[src/rtl/control_unit.sv]
// Moore instruction sequencer: fetch (T0-T2), then per-opcode execute steps (T3-T7),
// producing every datapath control strobe as a pure decode of state and opcode.
module control_unit #(
  parameter int OPW = 5
) (
  input  logic        clock,
  input  logic        clear,
  input  logic [31:0] ir,
  output logic        pco,
  output logic        pci,
  output logic        incpc,
  output logic        iri,
  output logic        mari,
  output logic        mdri,
  output logic        mdro,
  output logic        mem_read,
  output logic        mem_write,
  output logic        ryi,
  output logic        rzli,
  output logic        rzlo,
  output logic        rzhi,
  output logic        rzho,
  output logic        hio,
  output logic        loo,
  output logic        ipo,
  output logic        opi,
  output logic        gra,
  output logic        grb,
  output logic        grc,
  output logic        rin,
  output logic        rout,
  output logic        baout,
  output logic        csigno,
  output logic [3:0]  alu_op,
  output logic        run,
  output logic [3:0]  dbg_state
);

  typedef enum logic [3:0] {
    S_RESET = 4'd0,
    S_T0    = 4'd1,
    S_T1    = 4'd2,
    S_T2    = 4'd3,
    S_T3    = 4'd4,
    S_T4    = 4'd5,
    S_T5    = 4'd6,
    S_T6    = 4'd7,
    S_T7    = 4'd8,
    S_HALT  = 4'd9
  } state_t;

  localparam logic [OPW-1:0] OP_LD   = OPW'(5'b00000);
  localparam logic [OPW-1:0] OP_LDI  = OPW'(5'b00001);
  localparam logic [OPW-1:0] OP_ST   = OPW'(5'b00010);
  localparam logic [OPW-1:0] OP_ADD  = OPW'(5'b00011);
  localparam logic [OPW-1:0] OP_SUB  = OPW'(5'b00100);
  localparam logic [OPW-1:0] OP_AND  = OPW'(5'b00101);
  localparam logic [OPW-1:0] OP_OR   = OPW'(5'b00110);
  localparam logic [OPW-1:0] OP_ADDI = OPW'(5'b01100);
  localparam logic [OPW-1:0] OP_IN   = OPW'(5'b10110);
  localparam logic [OPW-1:0] OP_OUT  = OPW'(5'b10111);
  localparam logic [OPW-1:0] OP_MFHI = OPW'(5'b11000);
  localparam logic [OPW-1:0] OP_MFLO = OPW'(5'b11001);
  localparam logic [OPW-1:0] OP_HALT = OPW'(5'b11011);

  localparam logic [3:0] ALU_ADD = 4'b0000;
  localparam logic [3:0] ALU_SUB = 4'b0001;
  localparam logic [3:0] ALU_AND = 4'b0010;
  localparam logic [3:0] ALU_OR  = 4'b0011;

  state_t         state;
  state_t         state_next;
  logic [OPW-1:0] opcode;
  logic           is_rtype;
  logic           is_mem;
  logic           unused_ir;

  assign opcode    = ir[31 -: OPW];
  assign unused_ir = ^ir[31-OPW:0];
  assign is_rtype  = (opcode == OP_ADD) || (opcode == OP_SUB) ||
                     (opcode == OP_AND) || (opcode == OP_OR);
  assign is_mem    = (opcode == OP_LD) || (opcode == OP_ST);
  assign dbg_state = state;

  always_ff @(posedge clock or posedge clear) begin
    if (clear) state <= S_RESET;
    else       state <= state_next;
  end

  always_comb begin
    state_next = state;
    case (state)
      S_RESET: state_next = S_T0;
      S_T0:    state_next = S_T1;
      S_T1:    state_next = S_T2;
      S_T2:    state_next = S_T3;
      S_T3: begin
        if (opcode == OP_HALT)
          state_next = S_HALT;
        else if (is_mem || is_rtype || opcode == OP_LDI || opcode == OP_ADDI)
          state_next = S_T4;
        else
          state_next = S_T0;
      end
      S_T4:    state_next = S_T5;
      S_T5:    state_next = is_mem ? S_T6 : S_T0;
      S_T6:    state_next = S_T7;
      S_T7:    state_next = S_T0;
      S_HALT:  state_next = S_HALT;
      default: state_next = S_RESET;
    endcase
  end

  // Only one bus driver per step; unreachable opcode/step pairs decode to nothing.
  always_comb begin
    pco = 1'b0; pci = 1'b0; incpc = 1'b0; iri = 1'b0;
    mari = 1'b0; mdri = 1'b0; mdro = 1'b0; mem_read = 1'b0; mem_write = 1'b0;
    ryi = 1'b0; rzli = 1'b0; rzlo = 1'b0; rzhi = 1'b0; rzho = 1'b0;
    hio = 1'b0; loo = 1'b0; ipo = 1'b0; opi = 1'b0;
    gra = 1'b0; grb = 1'b0; grc = 1'b0; rin = 1'b0; rout = 1'b0;
    baout = 1'b0; csigno = 1'b0;
    alu_op = ALU_ADD;
    run = (state >= S_T0) && (state <= S_T7);
    case (state)
      S_T0: begin pco = 1'b1; mari = 1'b1; incpc = 1'b1; end
      S_T1: begin mem_read = 1'b1; mdri = 1'b1; end
      S_T2: begin mdro = 1'b1; iri = 1'b1; end
      S_T3: begin
        if (is_mem || opcode == OP_LDI) begin
          grb = 1'b1; baout = 1'b1; ryi = 1'b1;
        end else if (is_rtype || opcode == OP_ADDI) begin
          grb = 1'b1; rout = 1'b1; ryi = 1'b1;
        end else if (opcode == OP_IN) begin
          ipo = 1'b1; gra = 1'b1; rin = 1'b1;
        end else if (opcode == OP_OUT) begin
          gra = 1'b1; rout = 1'b1; opi = 1'b1;
        end else if (opcode == OP_MFHI) begin
          hio = 1'b1; gra = 1'b1; rin = 1'b1;
        end else if (opcode == OP_MFLO) begin
          loo = 1'b1; gra = 1'b1; rin = 1'b1;
        end
      end
      S_T4: begin
        if (is_rtype) begin
          grc = 1'b1; rout = 1'b1; rzli = 1'b1;
          case (opcode)
            OP_SUB:  alu_op = ALU_SUB;
            OP_AND:  alu_op = ALU_AND;
            OP_OR:   alu_op = ALU_OR;
            default: alu_op = ALU_ADD;
          endcase
        end else if (is_mem || opcode == OP_LDI || opcode == OP_ADDI) begin
          csigno = 1'b1; rzli = 1'b1;
        end
      end
      S_T5: begin
        if (is_mem) begin
          rzlo = 1'b1; mari = 1'b1;
        end else if (is_rtype || opcode == OP_LDI || opcode == OP_ADDI) begin
          rzlo = 1'b1; gra = 1'b1; rin = 1'b1;
        end
      end
      S_T6: begin
        if (opcode == OP_LD) begin
          mem_read = 1'b1; mdri = 1'b1;
        end else if (opcode == OP_ST) begin
          gra = 1'b1; rout = 1'b1; mdri = 1'b1;
        end
      end
      S_T7: begin
        if (opcode == OP_LD) begin
          mdro = 1'b1; gra = 1'b1; rin = 1'b1;
        end else if (opcode == OP_ST) begin
          mem_write = 1'b1;
        end
      end
      default: ;
    endcase
  end

endmodule

[config.mk]
export PLATFORM = sky130hd
export DESIGN_NAME = control_unit
export DESIGN_NICKNAME = d
export VERILOG_FILES = /design/src/rtl/control_unit.sv
export SDC_FILE = /design/constraint.sdc
export NUM_CORES = 1
export LEC_CHECK = 0
export CAP_MARGIN = 20
export CELL_PAD_IN_SITES_DETAIL_PLACEMENT = 0
export CELL_PAD_IN_SITES_GLOBAL_PLACEMENT = 1
export CORE_MARGIN = 2
export CORE_UTILIZATION = 22
export CTS_CLUSTER_SIZE = 12
export DETAILED_ROUTE_END_ITERATION = 6
export PLACE_DENSITY = 0.92
export SYNTH_ARGS = -nofsm -noshare
export SYNTH_HDL_FRONTEND = slang
export SYNTH_SLANG_ARGS = --single-unit
export TNS_END_PERCENT = 20
[constraint.sdc]
create_clock -name clock -period 3.65 [get_ports clock]
set_clock_uncertainty 0.15 [all_clocks]
set_input_delay 0.5475 -clock clock [delete_from_list [all_inputs] [get_ports clock]]
set_output_delay 0.5475 -clock clock [all_outputs]
set_load 0.1 [all_outputs]
* Word-level counts from Yosys, hierarchy flattened
Index checks and enable logic that the tools add are counted.
Word-level totals: bits in registers 4, output and inout bits 34, logic and storage cells 111
Operators by class: magnitude comparators 2, eq/ne operators 21, mux-type cells 71, reductions and logical operators 16
Operator list (number):
- two-way mux 1 bit | 57
- one-hot mux 4 bit (9 select lines) | 1
- == test 5 bit (second input constant) | 5
- == test 4 x 3 -> 1 bit (second input constant) | 4
- == test 5 x 3 -> 1 bit (second input constant) | 3
- logical OR 1 bit | 12
- == test 5 x 2 -> 1 bit (second input constant) | 2
- == test 4 x 2 -> 1 bit (second input constant) | 2
- == test 4 bit (second input constant) | 2
- one-hot mux 1 bit (2 select lines) | 4
- two-way mux 3 bit | 2
- one-hot mux 1 bit (3 select lines) | 2
- one-hot mux 2 bit (3 select lines) | 1
- == test 5 x 1 -> 1 bit (second input constant) | 1
- == test 5 x 4 -> 1 bit (second input constant) | 1
- logical NOT 5 bit | 1
- == test 4 x 1 -> 1 bit (second input constant) | 1
- greater-or-equal comparator 4 x 1 -> 1 bit (second input constant) | 1
- <= comparator 4 bit (second input constant) | 1
- logical NOT 4 bit | 1
- two-way mux 2 bit | 2
- two-way mux 4 bit | 1
- one-hot mux 1 bit (4 select lines) | 1
- OR reduction 2 bit | 1
- logical AND 1 bit | 1

* Depth between registers and ports, before layout
Gate-level depths: netlist of run 1.
depth in word-level cells 10, mapped depth 6, gate-level depth less buffers 4

* Worst setup path before layout of run 1
OpenSTA, ideal clock, no wires.
path type flip-flop to output port, start register state[0] (netlist: dbg_state[0]), end output rout, arrival 5.073 ns, path slack -2.120 ns, stages on the path, launching flop included 5, path through dfrtp_1 -> nor2b_1 -> nand2_1 -> nor4_1 -> a211o_1
On the way: cells in the longest elaborated chain, start to end 2, elaborated cells between the ends (all ways) 4, those cells by class eq/ne (3); mux (1)
Ends and longest elaborated chain:
- from (decl) | RTL line 71 | state_t state;
- from (signal assigned) | RTL line 87 | else state <= state_next;
- == test 4 x 3 -> 1 bit | RTL line 124 | case (state)
- one-hot mux 1 bit (3 select lines) * | RTL line 124
- to (decl) | RTL line 31 | output logic rout,
Every way passes the cells marked *; elsewhere a longest branch is shown, timed or not.

* Worst setup path after layout of run 1
start input ir[30], end output gra
On the way: cells in the longest elaborated chain, start to end 9, elaborated cells between the ends (all ways) 32, those cells by class eq/ne (11); mux (12); reduce/logical (9)
Ends and longest elaborated chain:
- from (decl) | RTL line 8 | input logic [31:0] ir,
- parallel branches: the longest is 8 deep, another holds == test 5 bit
- one-hot mux 1 bit (4 select lines) * | RTL line 124
- to (decl) | RTL line 27 | output logic gra,
Mark *: on every way between the ends.

==> results of run 1 <==
[synth_stat cells, types with 2 or more instances]
library cell,n
nand2_1,11
nor3_1,8
a21oi_1,7
buf_4,7
nor2_1,7
nor4_1,6
buf_2,4
dfrtp_1,4
inv_1,4
nor2b_1,4
o21ai_0,4
and2_1,3
and3b_1,3
buf_6,3
mux2i_1,3
nand2b_1,3
nand3_1,3
xnor2_1,3
a211o_1,2
and2b_1,2
clkbuf_8,2
nand4b_1,2
o22ai_1,2
[area by class of cell]
cell class | count | area [sq um]
fillers | 339 | 2020
multi-input cells | 89 | 597
repair buffers | 40 | 578
flip-flops and latches | 4 | 100
well taps | 46 | 57.6
clock buffers | 3 | 22.5
inverters | 4 | 15.0
[placed cells by master (no fill, tap or decap), types with 4 or more instances in the layout]
cell and count:
nor2_1 7, clkdlybuf4s50_1 6, conb_1 5, dfrtp_1 4, o21ai_0 4, buf_12 21
nand2_1 11, a21oi_1 7, buf_4 13, inv_1 4, nor2b_1 4, nor3_1 6
[worst paths after layout]
path | end | cells past startpoint
min in group clock | dbg_state[1] | 1
worst max register to register | dbg_state[2] | 4
worst min register to register | dbg_state[1] | 1
worst max-delay path | gra | 6
max in group asynchronous | dbg_state[0] | 2
worst min-delay path | dbg_state[3] | 2
[worst reg2reg max path: stages (launching register included)]
cell and delay, ps:
dfrtp_1 610, and2b_1 290, nand2_1 230, and3b_1 190, o41ai_1 80
[through the flow]
step / TNS [ps] / total power [mW] / hold slack (ps) / utilization [%] / cell area [sq um]
after floorplan: -1400 / 0.874 / 164 / - / 855
after global placement: 0 / 1.10 / 574 / 39.8 / 1350
after detailed placement: 0 / 1.10 / 572 / 39.8 / 1350
after CTS: 0 / 1.16 / 354 / 40.4 / 1370
after global routing: 0 / 1.21 / 368 / 40.4 / 1370
final: 0 / 1.15 / 355 / 40.4 / 1370
[routing by layer]
layer,vias to the layer above,share of wire [%],global-route usage (%)
met4,0,0,3.26
met3,0,4.2,1.94
met2,28,50,18.1
li1,438,-,-
met5,-,0,0
met1,384,46,15.0
[report_power, final]
part,switching (mW),total (mW),internal (mW)
Combinational,0.711,0.963,0.252
Clock,0.0164,0.0531,0.0367
Sequential,0.0716,0.134,0.0628
[cell families after synthesis]
| logic type | count (synthesis) | share of synthesized area, % |
|---|---|---|
| other cells | 1 | 0.476 |
| simple gates | 57 | 42.6 |
| buf+inv | 22 | 20.0 |
| flops | 4 | 12.7 |
| xor+xnor | 4 | 4.45 |
| compound gates | 20 | 15.9 |
| mux | 3 | 3.82 |
==> results.yml, run 1 <==
flow_run:
  maxCapViolCount: 0
timing:
  worst_pin_slew_ps: 576
  fin_crit_sh_pct: 83.9
  period_needed_ps: 3060
  finalSetupViolCount: 0
  fmax_ghz: 0.327
  hold_viol_final: 0
  finalMaxSlewViolations: 0
  slew_headroom_pct: 61.5
  setup_ws_ps: 588
  grt_setup_unrepaired: "false"
yosys:
  netlist_instances: 111
  ys_warn_count: 0
  netlist_area_sq_um: 787
  synthTopCellsByArea: "dfrtp_1 (13%), buf_4 (6.7%), nand2_1 (5.2%)"
  synth_ff_type: "dfrtp_1"
  synth.distinct_cells: 37
  yosysSeqAreaShare_pct: 12.7
  syn_area_per_cell_sq_um: 7.09
  ys_ff_latch: 4
  yosys.area.top_type: "dfrtp_1"
  synth-edff-count: 0
  yosysTopAreaCellShare_pct: 12.7
  synthArstFlopShare_pct: 100
setup_path:
  worstReg2RegStart: "dbg_state[3]"
  reg2reg_setup_slack_ps: 1960
  crit_chain: "clkdlybuf4s50_1 > nand4b_1 > a21boi_0 > o22ai_1 > a211o_1 > buf_12"
  cp-start-kind: "primary input"
  cp_slowest_cell: "clkdlybuf4s50_1"
  startpoint: "ir[30]"
  cpPeakStageDelay_ps: 840
  critical_path_arrival_ps: 2360
  critPathTopFamily: "buffers and inverters"
  worst_ep_required_time_ps: 2950
  worstSetupPathType: "in2out"
  endpoint_kind: "output port"
  worstPathMaxFanout: 13
  path_buf_inv: 2
floorplan:
  initial_utilization_pct: 23.2
  coreArea_sq_um: 3390
  die_w_um: 63.8
  fp-row-count: 21
  die_area_sq_um: 4070
  die_h_um: 63.8
  io_pins: 68
grt:
  grt_pass1_vias: 807
  grt_overflow_total: 0
  track_usage_pct: 11.1
  grt_max_degree: 17
  antenna_found_initial: 0
  grt_pass1_wl_um: 3760
layout:
  nets: 176
  stdcell_count: 186
  drive_gt1_share_pct: 31.4
  antennaDiodeCount: 0
  largest_reg_flops: 4
  areaGrowthSynthToFinish_pct: 74.1
power_and_ir_drop:
  power_leakage_nw: 0.567
  max-vdd-ir-drop_v: 0.000608
  powerDensity_nw_per_um2: 839
cts:
  cts_sinks: 4
  cts_tree: "yes"
  post-cts-setup-buffer-count: 0
  cts_buffers: 3
  htree_levels: 1
  cts_repair_resize_count: 0
  clock_path_buffers: 2
  clk_pin_slew_ps: 40
  cts_root_buf: "clkbuf_4"
  clock_latency_ps: 230
  hold_buffers: 0
route:
  vias: 850
  wl_per_cell_um: 11.9
  wl_um: 2210
  first_iter_violations: 2
  drc: 0
  drt-pass1-iter-count: 4
  vias_per_cell: 4.57
  antenna_left: 0
placed_design:
  portBuffers: 35
  dp_hpwl_um: 1720
  preCtsSetupSlack_ps: 566
  dp.cells: 183
  gp_congestion: 0.771
outcome:
  status: "finished clean"
hold_path:
  hp-class: "in2async"
Note: power is estimated with default switching activity, not from simulation.
==> inputs of run 2 (changes only) <==
- CORE_UTILIZATION: 22 -> 20
- PLACE_DENSITY: 0.92 -> 0.85
- clock period: 3.65 -> 2.95 ns (I/O delays scaled with it)
==> run 2 against run 1 <==
  * Die area grew 9.4%
  * Largest cell class unchanged
  * Combinational power up 28%
  * Critical path depth unchanged
  * Global-route usage increased by 0.39 points
  * Cell count grew 4.8%
  * Largest power group unchanged
  * Utilization down 0.084 points
  * Sequential power increased by 29%
  * Total power is 32% higher
  * Sequential cell count is the same
  * Worst hold slack worse by 110 ps
==> results.yml, run 2 (synthesis results as in run 1) <==
flow_run:
  maxCapViolCount: 0
route:
  vias: 892
  wl_per_cell_um: 12.4
  vias_per_cell: 4.57
  drt-pass1-iter-count: 4
  first_iter_violations: 18
  antenna_left: 0
  wl_um: 2420
  drc: 0
layout:
  layout_commonest_cell: "buf_12"
  drive_gt1_share_pct: 40.1
  final_cell_mix: "buf_12 (21), buf_4 (20), nand2_1 (11), a21oi_1 (7), nor2_1 (6)"
  stdcell_count: 195
  areaGrowthSynthToFinish_pct: 90.5
  fillerInstances: 382
  stdcell_area_sq_um: 1500
  largest_reg_flops: 4
  fin_util_pct: 40.3
  antennaDiodeCount: 0
  nets: 183
timing:
  period_needed_ps: 2810
  fmax_ghz: 0.356
  grt_setup_unrepaired: "false"
  finalSetupTns_ps: 0
  finalSetupViolCount: 0
  finalMaxSlewViolations: 0
  fin_crit_sh_pct: 95.2
  hold_viol_final: 0
  whs_ps: 250
  setup_ws_ps: 143
grt:
  grt_pass1_wl_um: 3980
  track_usage_pct: 11.5
  grt_max_degree: 17
  antenna_found_initial: 0
  grt_pass1_vias: 855
  grt_overflow_total: 0
power_and_ir_drop:
  power_leakage_nw: 0.618
  powerDensity_nw_per_um2: 1010
  max-vdd-ir-drop_v: 0.00105
  fin_total_pwr_mw: 1.52
floorplan:
  die_w_um: 66.7
  io_pins: 68
  coreArea_sq_um: 3720
  die_h_um: 66.7
  initial_utilization_pct: 21.2
  die_area_sq_um: 4450
  fp-row-count: 22
cts:
  cts_sinks: 4
  cts_buffers: 3
  post-cts-setup-buffer-count: 0
  clk_pin_slew_ps: 30
  cts_root_buf: "clkbuf_8"
  hold_buffers: 0
  cts_tree: "yes"
  clock_path_buffers: 2
  cts_repair_resize_count: 0
  clock_latency_ps: 220
  htree_levels: 1
setup_path:
  crit_chain: "clkdlybuf4s50_1 > nand2_1 > xor2_1 > nor4_4 > a211o_4 > buf_12"
  cp-start-kind: "primary input"
  cpPeakStageDelay_ps: 670
  reg2reg_setup_slack_ps: 1280
  endpoint_kind: "output port"
  worstSetupPathType: "in2out"
  worstReg2RegStart: "dbg_state[2]"
  reg2reg_depth: 4
  critical_path_arrival_ps: 2210
  worst_ep_required_time_ps: 2360
  worstPathMaxFanout: 6
  reg2reg_to: "dbg_state[2]"
  cp_slowest_cell: "clkdlybuf4s50_1"
placed_design:
  preCtsSetupSlack_ps: 109
  dp.cells: 192
  portBuffers: 35
  gp_congestion: 0.824
  dp_hpwl_um: 1910
  place_area_sq_um: 1460
outcome:
  status: "finished clean"
hold_path:
  hp-class: "in2async"
## run 2: how the worst max path moves through the flow
stage | to | slack [ps] | startpoint | cells past startpoint
2_1_floorplan | run | -340 | dbg_state[0] | 3
3_3_place_gp | ipo | 140 | ir[31] | 6
3_5_place_dp | ipo | 110 | ir[31] | 6
4_1_cts | ipo | 100 | ir[31] | 6
5_1_grt | loo | 10 | ir[30] | 6
6_report | rout | 140 | ir[27] | 6
## run 2: power breakdown
group / internal [mW] / switching, mW / leakage, nW / total (mW)
clock: 0.0870 / 0.0287 / 0.0216 / 0.116
sequential: 0.0830 / 0.0904 / 0.0456 / 0.173
combinational: 0.333 / 0.895 / 0.551 / 1.23
## run 2: cell type report
type                    instances  area [sq um]  share of cell area, %
multi-input cells              89           644                   43.0
repair buffers                 47           633                   42.2
flip-flops and latches          4           105                   7.01
well taps                      48          60.1                   4.01
clock buffers                   3          41.3                   2.75
inverters                       4          15.0                   1.00
## run 2: worst max-delay path, delay by kind of cell
family          cells  cell delay [ps]
compound gates      1              330
xor+xnor            1              280
buf+inv             2              840
simple gates        2              310
## run 2: per-layer routing
layer,share of wire [%],global-route usage (%)
met5,0,0
met4,0.33,3.83
met3,4.5,1.52
met2,49,19.3
met1,46,15.2
==> inputs of run 3 (changes only) <==
- CTS_CLUSTER_SIZE: 12 -> default
- PLACE_DENSITY: 0.85 -> default
- PLACE_DENSITY_LB_ADDON: default -> 0.08
==> run 3 against run 2 <==
  * Via count fell by 0.45%
  * Combinational power barely moved
  * Non-clock buffer count fell by 2
  * Global-route usage barely moved
  * Total power barely moved
  * Largest cell class unchanged
==> results.yml, run 3 (synthesis results as in run 1) <==
outcome:
  status: "finished clean"
setup_path:
  crit_chain: "clkdlybuf4s50_1 > buf_4 > nand2_1 > nor3_1 > a211o_1 > buf_12"
  reg2reg_to: "dbg_state[2]"
  path_buf_inv: 3
  endpoint_kind: "output port"
  crit_cells: 6
  critical_path_arrival_ps: 2230
  startpoint: "ir[31]"
  critPathTopFamily: "buffers and inverters"
  cpPeakStageDelay_ps: 740
  worstSetupPathType: "in2out"
  cp_slowest_cell: "clkdlybuf4s50_1"
  worstReg2RegStart: "dbg_state[3]"
  worst_ep_required_time_ps: 2360
  reg2reg_depth: 4
  reg2reg_setup_slack_ps: 1330
  worstPathMaxFanout: 10
  crit_end: "gra"
  cp-start-kind: "primary input"
timing:
  period_needed_ps: 2830
  hold_viol_final: 0
  fin_crit_sh_pct: 95.8
  finalSetupViolCount: 0
  fmax_ghz: 0.354
  grt_setup_unrepaired: "false"
  finalSetupTns_ps: 0
  finalMaxSlewViolations: 0
floorplan:
  die_w_um: 66.7
  fp-row-count: 22
  die_area_sq_um: 4450
  die_h_um: 66.7
  io_pins: 68
  initial_utilization_pct: 21.2
  coreArea_sq_um: 3720
cts:
  clk_pin_slew_ps: 30
  cts_repair_resize_count: 0
  cts_root_buf: "clkbuf_8"
  clock_latency_ps: 220
  post-cts-setup-buffer-count: 0
  cts_buffers: 3
  cts_tree: "yes"
  htree_levels: 1
  cts_sinks: 4
  clock_path_buffers: 2
  hold_buffers: 0
route:
  vias: 888
  drc: 0
  first_iter_violations: 31
  vias_per_cell: 4.60
  wl_um: 2400
  wl_per_cell_um: 12.4
  antenna_left: 0
  drt-pass1-iter-count: 2
grt:
  grt_pass1_wl_um: 4030
  grt_overflow_total: 0
  antenna_found_initial: 0
  grt_pass1_vias: 859
  grt_max_degree: 17
  track_usage_pct: 11.5
layout:
  largest_reg_flops: 4
  nets: 181
  layout_commonest_cell: "buf_12"
  final_cell_mix: "buf_12 (21), buf_4 (18), nand2_1 (11), a21oi_1 (7)"
  antennaDiodeCount: 0
  drive_gt1_share_pct: 39.3
  areaGrowthSynthToFinish_pct: 88.2
  stdcell_count: 193
power_and_ir_drop:
  powerDensity_nw_per_um2: 1020
  power_leakage_nw: 0.599
  max-vdd-ir-drop_v: 0.000904
placed_design:
  dp.cells: 190
  gp_congestion: 0.781
  dp_hpwl_um: 1910
  portBuffers: 35
flow_run:
  maxCapViolCount: 0
hold_path:
  hp-class: "in2async"
## run 3: cell count changes in the layout (fill, tap and decap cells not counted), sizes merged
cell,before,now
clkdlybuf4s50,5,6
dlymetal6s2s,1,0
buf,41,39
## run 3: cell type report
type                    count  area, sq um
clock buffers               3         41.3
fillers                   389         2230
inverters                   4         15.0
multi-input cells          89          644
flip-flops and latches      4          105
well taps                  48         60.1
repair buffers             45          616
## run 3: worst min path at each step
stage	slack, ps	endpoint	depth (start not counted)
final	260	dbg_state[3]	2
after detailed placement	500	dbg_state[0]	2
after global routing	290	dbg_state[3]	2
after floorplan	60	dbg_state[0]	1
after global placement	480	dbg_state[0]	2
after CTS	260	dbg_state[0]	2
## run 3: layer usage
| layer | share of wire (%) | global-route usage (%) | wire length [um] |
|---|---|---|---|
| met3 | 6.0 | 2.70 | 145 |
| met1 | 47 | 15.4 | 1130 |
| met5 | 0 | 0 | 0 |
| met4 | 0.33 | 1.53 | 8 |
| met2 | 46 | 19.1 | 1110 |
## run 3: power by group
group	internal [mW]	switching (mW)
Clock	0.0869	0.0276
Combinational	0.331	0.893
Sequential	0.0828	0.0967
## run 3: stage by stage
step | util [%] | worst slack, ps | hold slack [ps] | instance area, sq um | total power [mW]
after global routing | 39.9 | 5.92 | 293 | 1480 | 1.58
after floorplan | - | -341 | 58.6 | 907 | 1.11
after global placement | 38.8 | 146 | 484 | 1440 | 1.41
final | 39.9 | 123 | 264 | 1480 | 1.52
after detailed placement | 38.8 | 130 | 496 | 1440 | 1.41
after CTS | 39.9 | 127 | 264 | 1480 | 1.53
